$ cat src/rtl/multi_width_fifo_pkg.sv
// Shared index/count width helpers and modular pointer arithmetic for the
// multi-width queue family; SIZE need not be a power of two.
package multi_width_fifo_pkg;

  // Index path: addresses 0..SIZE-1 (at least one bit for SIZE=1).
  function automatic int index_path_bits(input int size);
    return (size > 1) ? $clog2(size) : 1;
  endfunction

  // Count path: holds 0..SIZE inclusive.
  function automatic int count_path_bits(input int size);
    return $clog2(size) + 1;
  endfunction

  // Operands are always < size and <= size respectively, so one subtract wraps.
  function automatic int unsigned mod_add(input int unsigned a, input int unsigned b,
                                          input int unsigned size);
    int unsigned s;
    s = a + b;
    return (s >= size) ? s - size : s;
  endfunction

endpackage

$ cat src/rtl/multi_width_fifo_qptr.sv
// Head/tail/count pointer controller for a queue that moves several entries
// per cycle in each direction.
module multi_width_fifo_qptr
  import multi_width_fifo_pkg::*;
#(
  parameter int SIZE = 16,
  parameter int IW   = 4,
  parameter int CW   = 5
) (
  input  logic          clk,
  input  logic          rst,
  input  logic          push,
  input  logic [CW-1:0] push_count,
  input  logic          pop,
  input  logic [CW-1:0] pop_count,
  output logic [IW-1:0] head,
  output logic [IW-1:0] tail,
  output logic [CW-1:0] count
);

  logic [CW-1:0] push_amt;
  logic [CW-1:0] pop_amt;

  assign push_amt = push ? push_count : '0;
  assign pop_amt  = pop  ? pop_count  : '0;

  always_ff @(posedge clk) begin
    if (rst) begin
      head  <= '0;
      tail  <= '0;
      count <= '0;
    end else begin
      if (push) tail <= IW'(mod_add(32'(tail), 32'(push_count), SIZE));
      if (pop)  head <= IW'(mod_add(32'(head), 32'(pop_count), SIZE));
      count <= count + push_amt - pop_amt;
    end
  end

endmodule

$ cat src/rtl/multi_width_fifo.sv
// Buffered multi-lane FIFO: compacts up to PUSH_WIDTH valid lanes per cycle
// into entry storage and presents up to POP_WIDTH entries from the head.
module multi_width_fifo
  import multi_width_fifo_pkg::*;
#(
  parameter int SIZE        = 16,
  parameter int ENTRY_WIDTH = 32,
  parameter int PUSH_WIDTH  = 2,
  parameter int POP_WIDTH   = 2
) (
  input  logic                                      clk,
  input  logic                                      rst,
  input  logic                                      flush,
  input  logic [PUSH_WIDTH-1:0]                     pushValid,
  input  logic [PUSH_WIDTH-1:0][ENTRY_WIDTH-1:0]    pushData,
  output logic                                      pushReady,
  input  logic [$clog2(POP_WIDTH):0]                popCount,
  output logic [POP_WIDTH-1:0]                      popValid,
  output logic [POP_WIDTH-1:0][ENTRY_WIDTH-1:0]     popData,
  output logic [$clog2(SIZE):0]                     count,
  output logic                                      full,
  output logic                                      empty
);

  localparam int IW = index_path_bits(SIZE);
  localparam int CW = count_path_bits(SIZE);

  logic [ENTRY_WIDTH-1:0] mem [SIZE];

  logic [IW-1:0]           head;
  logic [IW-1:0]           tail;
  logic [CW-1:0]           prefix [PUSH_WIDTH];
  logic [CW-1:0]           push_count;
  logic [CW-1:0]           pop_eff;
  logic [IW-1:0]           waddr [PUSH_WIDTH];
  logic [PUSH_WIDTH-1:0]   we;
  logic                    accepted_push;

  // Ready depends only on registered count; a same-cycle pop never helps.
  assign pushReady     = (CW'(SIZE) - count) >= CW'(PUSH_WIDTH);
  assign accepted_push = pushReady && (|pushValid);
  assign full          = (count == CW'(SIZE));
  assign empty         = (count == '0);

  always_comb begin
    push_count = '0;
    for (int k = 0; k < PUSH_WIDTH; k++) begin
      prefix[k] = push_count;
      if (pushValid[k]) push_count = push_count + CW'(1);
    end
  end

  always_comb begin
    we = '0;
    for (int k = 0; k < PUSH_WIDTH; k++) begin
      waddr[k] = IW'(mod_add(32'(tail), 32'(prefix[k]), SIZE));
      we[k]    = accepted_push && pushValid[k] && !flush && !rst;
    end
  end

  always_ff @(posedge clk) begin
    for (int k = 0; k < PUSH_WIDTH; k++) begin
      if (we[k]) mem[waddr[k]] <= pushData[k];
    end
  end

  // Over-requested pops are clamped so the pointers never pass the tail.
  always_comb begin
    if (32'(popCount) > 32'(count)) pop_eff = count;
    else                            pop_eff = CW'(popCount);
  end

  always_comb begin
    popValid = '0;
    for (int i = 0; i < POP_WIDTH; i++) begin
      popValid[i] = (32'(i) < 32'(count));
      popData[i]  = mem[IW'(mod_add(32'(head), 32'(i), SIZE))];
    end
  end

  multi_width_fifo_qptr #(
    .SIZE (SIZE),
    .IW   (IW),
    .CW   (CW)
  ) u_qptr (
    .clk        (clk),
    .rst        (rst || flush),
    .push       (accepted_push),
    .push_count (push_count),
    .pop        (pop_eff != '0),
    .pop_count  (pop_eff),
    .head       (head),
    .tail       (tail),
    .count      (count)
  );

  a_pop_le_count: assert property (@(posedge clk) disable iff (rst || flush)
                                   32'(popCount) <= 32'(count));
  a_count_le_size: assert property (@(posedge clk) disable iff (rst)
                                    count <= CW'(SIZE));

endmodule
$ cat config.mk
export PLATFORM = sky130hd
export DESIGN_NAME = multi_width_fifo
export DESIGN_NICKNAME = d
export VERILOG_FILES = /design/src/rtl/multi_width_fifo_pkg.sv /design/src/rtl/multi_width_fifo_qptr.sv /design/src/rtl/multi_width_fifo.sv
export SDC_FILE = /design/constraint.sdc
export NUM_CORES = 1
export LEC_CHECK = 0
export CAP_MARGIN = 10
export CORE_ASPECT_RATIO = 1.75
export CORE_MARGIN = 2
export CORE_UTILIZATION = 41
export CTS_CLUSTER_SIZE = 12
export DETAILED_ROUTE_END_ITERATION = 8
export PLACE_DENSITY = 0.59
export SLEW_MARGIN = 0
export SYNTH_ARGS = -nofsm -noshare
export SYNTH_HDL_FRONTEND = slang
export SYNTH_HIERARCHICAL = 1
export SYNTH_SLANG_ARGS = --single-unit
$ cat constraint.sdc
create_clock -name clk -period 5.5 [get_ports clk]
set_input_delay 1.1 -clock clk [delete_from_list [all_inputs] [get_ports clk]]
set_output_delay 1.1 -clock clk [all_outputs]
set_load 0.005 [all_outputs]
==> results by stage <==
Power and ir drop:
- The internal power is 8.78 mW.
- The worst-case IR drop observed on VDD is 0.000277 V.
- Sequential cells burn 36.2% of the power.
- The combinational share of power is 36.8%.
- In this run the static leakage power is 10.7 nW.
- The total power per unit cell area is 367 mW/mm2.
- For this design the total switching power over the nets is 4.09 mW.
- Net switching is 31.8% of the power.
- The share of total power dissipated in the clock network is 27.0%.

Clock network:
- The CTS tree is built.
- TritonCTS created 54 clock buffers.
- The post-CTS setup buffer count is 0.
- The total number of H-tree levels is 2.
- The clock-pin slew on the worst setup and hold paths is 0.06 ns.
- The post-cts sizing count is 0.
- The maximum clock insertion buffer count is 3.
- The clock insertion delay at the later pin of the skew report is 0.66 ns.
- After clock tree synthesis, the flow added hold-fix buffers numbering 0.
- The total clock sinks is 525.
- The tree is rooted in a sky130_fd_sc_hd__clkbuf_16.

Placement:
- The wire-length estimate of the detail-placed layout is 61.8 mm.
- The congestion estimate from routability-driven global placement came to 0.836.
- In this run the tool buffered the top-level ports with 144 buffer cells.
- Prior to clock tree synthesis, the placed netlist has a worst setup slack of 0.706 ns.

Layout:
- The number of nets in the final layout is 1996.
- In the layout the commonest cells are sky130_fd_sc_hd__edfxtp_1 (512), sky130_fd_sc_hd__mux4_2 (320), sky130_fd_sc_hd__o2bb2ai_1 (256).
- Leaving out fill and tap cells, the most frequent cell in the layout is sky130_fd_sc_hd__edfxtp_1.
- The final design utilization is 46.9%.
- The layout has 6333 filler cells.
- The area growth from synthesis to layout is 13.7%.
- The fraction of final layout cells sized beyond drive strength 1 is 35.7%.
- The area of all sequential standard cells is 0.0156 mm2.
- The multi-input combinational cell area is 0.0144 mm2.

Global routing:
- The first global-routing pass estimated 146 mm of wire.
- Entering global routing, the biggest net connects 131 pins.
- Summed over all layers, the global routing overflow is 0.
- The initial antenna violation count is 3.
- The number of global-route vias before repair is 20700.
- Global routing consumed, over all layers together, 26.3% of the routing resources.

Synthesis:
- Counting flops with a built-in enable in the synthesized netlist gives 512.
- The dominant register cell in the synthesized netlist is sky130_fd_sc_hd__edfxtp_1.
- The total of warnings raised by yosys is 6.
- In this run, synthesis produced a sequential element count of 525.
- The fraction of registers with async set or reset after synthesis is 0%.
- The mapped netlist covers 0.0308 mm2.
- Synthesis instantiated 58 different standard cells from the library.
- A synthesized cell averages 16.7 um2.
- The part of the Yosys area used for sequential elements is 50.7%.
- Synthesis handed over a netlist of 1845 instances.

Die:
- The core area is 0.0747 mm2.
- The x dimension of the die is 211 um.
- From bottom edge to top edge, the die measures 367 um.
- Once the floorplan was initialized, standard cells occupied 41.3% of the core.
- The number of top-level pins is 145.
- The area of the die is 0.0775 mm2.
- The floorplan row count is 133.

Timing:
- The worst clock skew on the final layout is 0.0446 ns.
- The setup slack of the critical path after layout is 0.630 ns.
- The shortest period the worst path allows is 4.87 ns.
- The maximum achievable frequency is 205 MHz.
- The sum of negative setup slack is 0 ns.
- The worst-case headroom to the max-slew limit is 16.0%.
- Setup repair after global routing left no endpoint under its margin.
- Setup violations remaining at the end of the flow were counted as 0.
- Of the available clock period, the critical path in the final layout requires 88.5%.
- The final-report max-slew violation count is 0.
- The tightest hold margin is 0.684 ns.
- The slew at the pin closest to its max-slew limit is 1.25 ns.
- The hold violation count in the final report is 0.

Run status:
- The run finished with clean final reports.

Setup path:
- STA puts the critical path data required time at 4.40 ns.
- STA classifies the critical path startpoint as a register.
- The setup path with the least slack is of type register to output pin.
- At the worst endpoint, the arrival time is 3.77 ns.
- In this run the worst path has a maximum fanout of 22.
- STA classifies the critical path endpoint as an output pin.

Min path:
- The class of the worst hold path is register to register.

Routing:
- The number of nets with antenna violations after detailed routing is 0.
- The detailed-route via count is 19600.
- In the final routed layout, each cell accounts on average for 35.0 um.
- The DRC marker count from the first detailed-route iteration is 1768.
- Before antenna repair, the detailed router went through 5 iterations.
- The average via count per standard cell is 6.80.
- After detailed routing, the number of remaining DRC violations is 0.
- The final layout contains routed wiring with a total length of 101 mm.

Flow run:
- The max-cap violation count is 0.
[power by group through the flow]
stage	Combinational (mW)	Clock (mW)	Sequential [mW]
after global routing	5.03	3.66	4.67
after floorplan	3.04	0	4.67
final	4.74	3.48	4.65
after CTS	4.79	3.52	4.65
after detailed placement	4.77	0	4.74
after global placement	4.72	0	4.73
[worst max-delay path, stage by stage (launching register included)]
cell and delay [ns]:
sky130_fd_sc_hd__dfxtp_4 0.62, sky130_fd_sc_hd__buf_4 0.65, sky130_fd_sc_hd__nand3_1 0.30, sky130_fd_sc_hd__xor2_4 0.20, sky130_fd_sc_hd__buf_4 0.41, sky130_fd_sc_hd__mux4_2 0.45, sky130_fd_sc_hd__clkdlybuf4s50_1 0.48
[final cells by class]
cell class | instances | area share (%)
diodes | 3 | 0.0214
clock buffers | 68 | 4.06
multi-input cells | 1088 | 41.2
clock inverters | 20 | 0.457
repair buffers | 213 | 6.12
well taps | 945 | 3.37
flip-flops and latches | 525 | 44.6
inverters | 15 | 0.161
[final timing paths]
| check | depth (start not counted) | slack (ns) | end | from |
|---|---|---|---|---|
| worst min register to register | 2 | 0.68 | u_qptr/tail[2]$_SDFFE_PP0P_ | u_qptr/tail[2]$_SDFFE_PP0P_ |
| worst max register to register | 8 | 1.36 | mem[10][16]$_DFFE_PP_ | u_qptr/count[1]$_SDFF_PP0_ |
| worst max-delay path | 6 | 0.63 | popData[33] | u_qptr/head[2]$_SDFFE_PP0P_ |
| worst min-delay path | 2 | 0.68 | u_qptr/tail[2]$_SDFFE_PP0P_ | u_qptr/tail[2]$_SDFFE_PP0P_ |
[sequential cells by signal, summed over array words and instances (netlist names)]
| name | flops |
|---|---|
| u_qptr/head | 4 |
| mem | 512 |
| u_qptr/count | 5 |
| u_qptr/tail | 4 |
[logic make-up after synthesis]
kind of cell | Yosys count | share of synthesized area [%]
muxes | 583 | 33.0
buffers and inverters | 241 | 3.41
other | 1 | 0.0122
xor gates and xnor gates | 13 | 0.475
adders and majority gates | 28 | 1.28
DFF | 525 | 50.7
AOI/OAI and AO/OA | 293 | 8.13
and+or+nand+nor | 161 | 3.01
[through the flow]
| step | cells | total power, mW | area, um2 |
|---|---|---|---|
| 4_1_cts | 2874 | 13.0 | 35100 |
| 6_report | 2877 | 12.9 | 35100 |
| 3_3_place_gp | 2786 | 9.45 | 33500 |
| 5_1_grt | 2876 | 13.4 | 35100 |
| 2_1_floorplan | 1854 | 7.71 | 30900 |
| 3_5_place_dp | 2786 | 9.51 | 33500 |
[metal layers]
layer / vias up / wire (um) / global-route usage, % / part of all wire (%)
li1: 7907 / - / - / -
met1: 10400 / 34600 / 30.3 / 34
met2: 980 / 53500 / 46.7 / 53
met3: 295 / 6340 / 3.28 / 6.3
met5: - / 11 / 0 / 0.011
met4: 2 / 6430 / 15.2 / 6.4
[synthesized netlist by cell type, drive strengths merged (5+ instances only)]
cell / instances / area, um2
dfxtp: 13 / 260
buf: 116 / 581
nor2b: 8 / 50.1
nor2: 20 / 75.1
nand4: 21 / 258
mux4: 320 / 7210
a21oi: 5 / 25.0
ha: 22 / 275
o2bb2ai: 256 / 2240
and2: 5 / 37.5
nand3: 8 / 60.1
mux2: 258 / 2910
edfxtp: 512 / 15400
nand2b: 5 / 31.3
inv: 15 / 56.3
fa: 6 / 120
xnor2: 8 / 88.8
nand2: 80 / 310
o21ai: 13 / 65.1
clkbuf: 110 / 413
mux2i: 5 / 50.1
nor3: 5 / 36.3
Note: power is estimated with default switching activity, not from simulation.
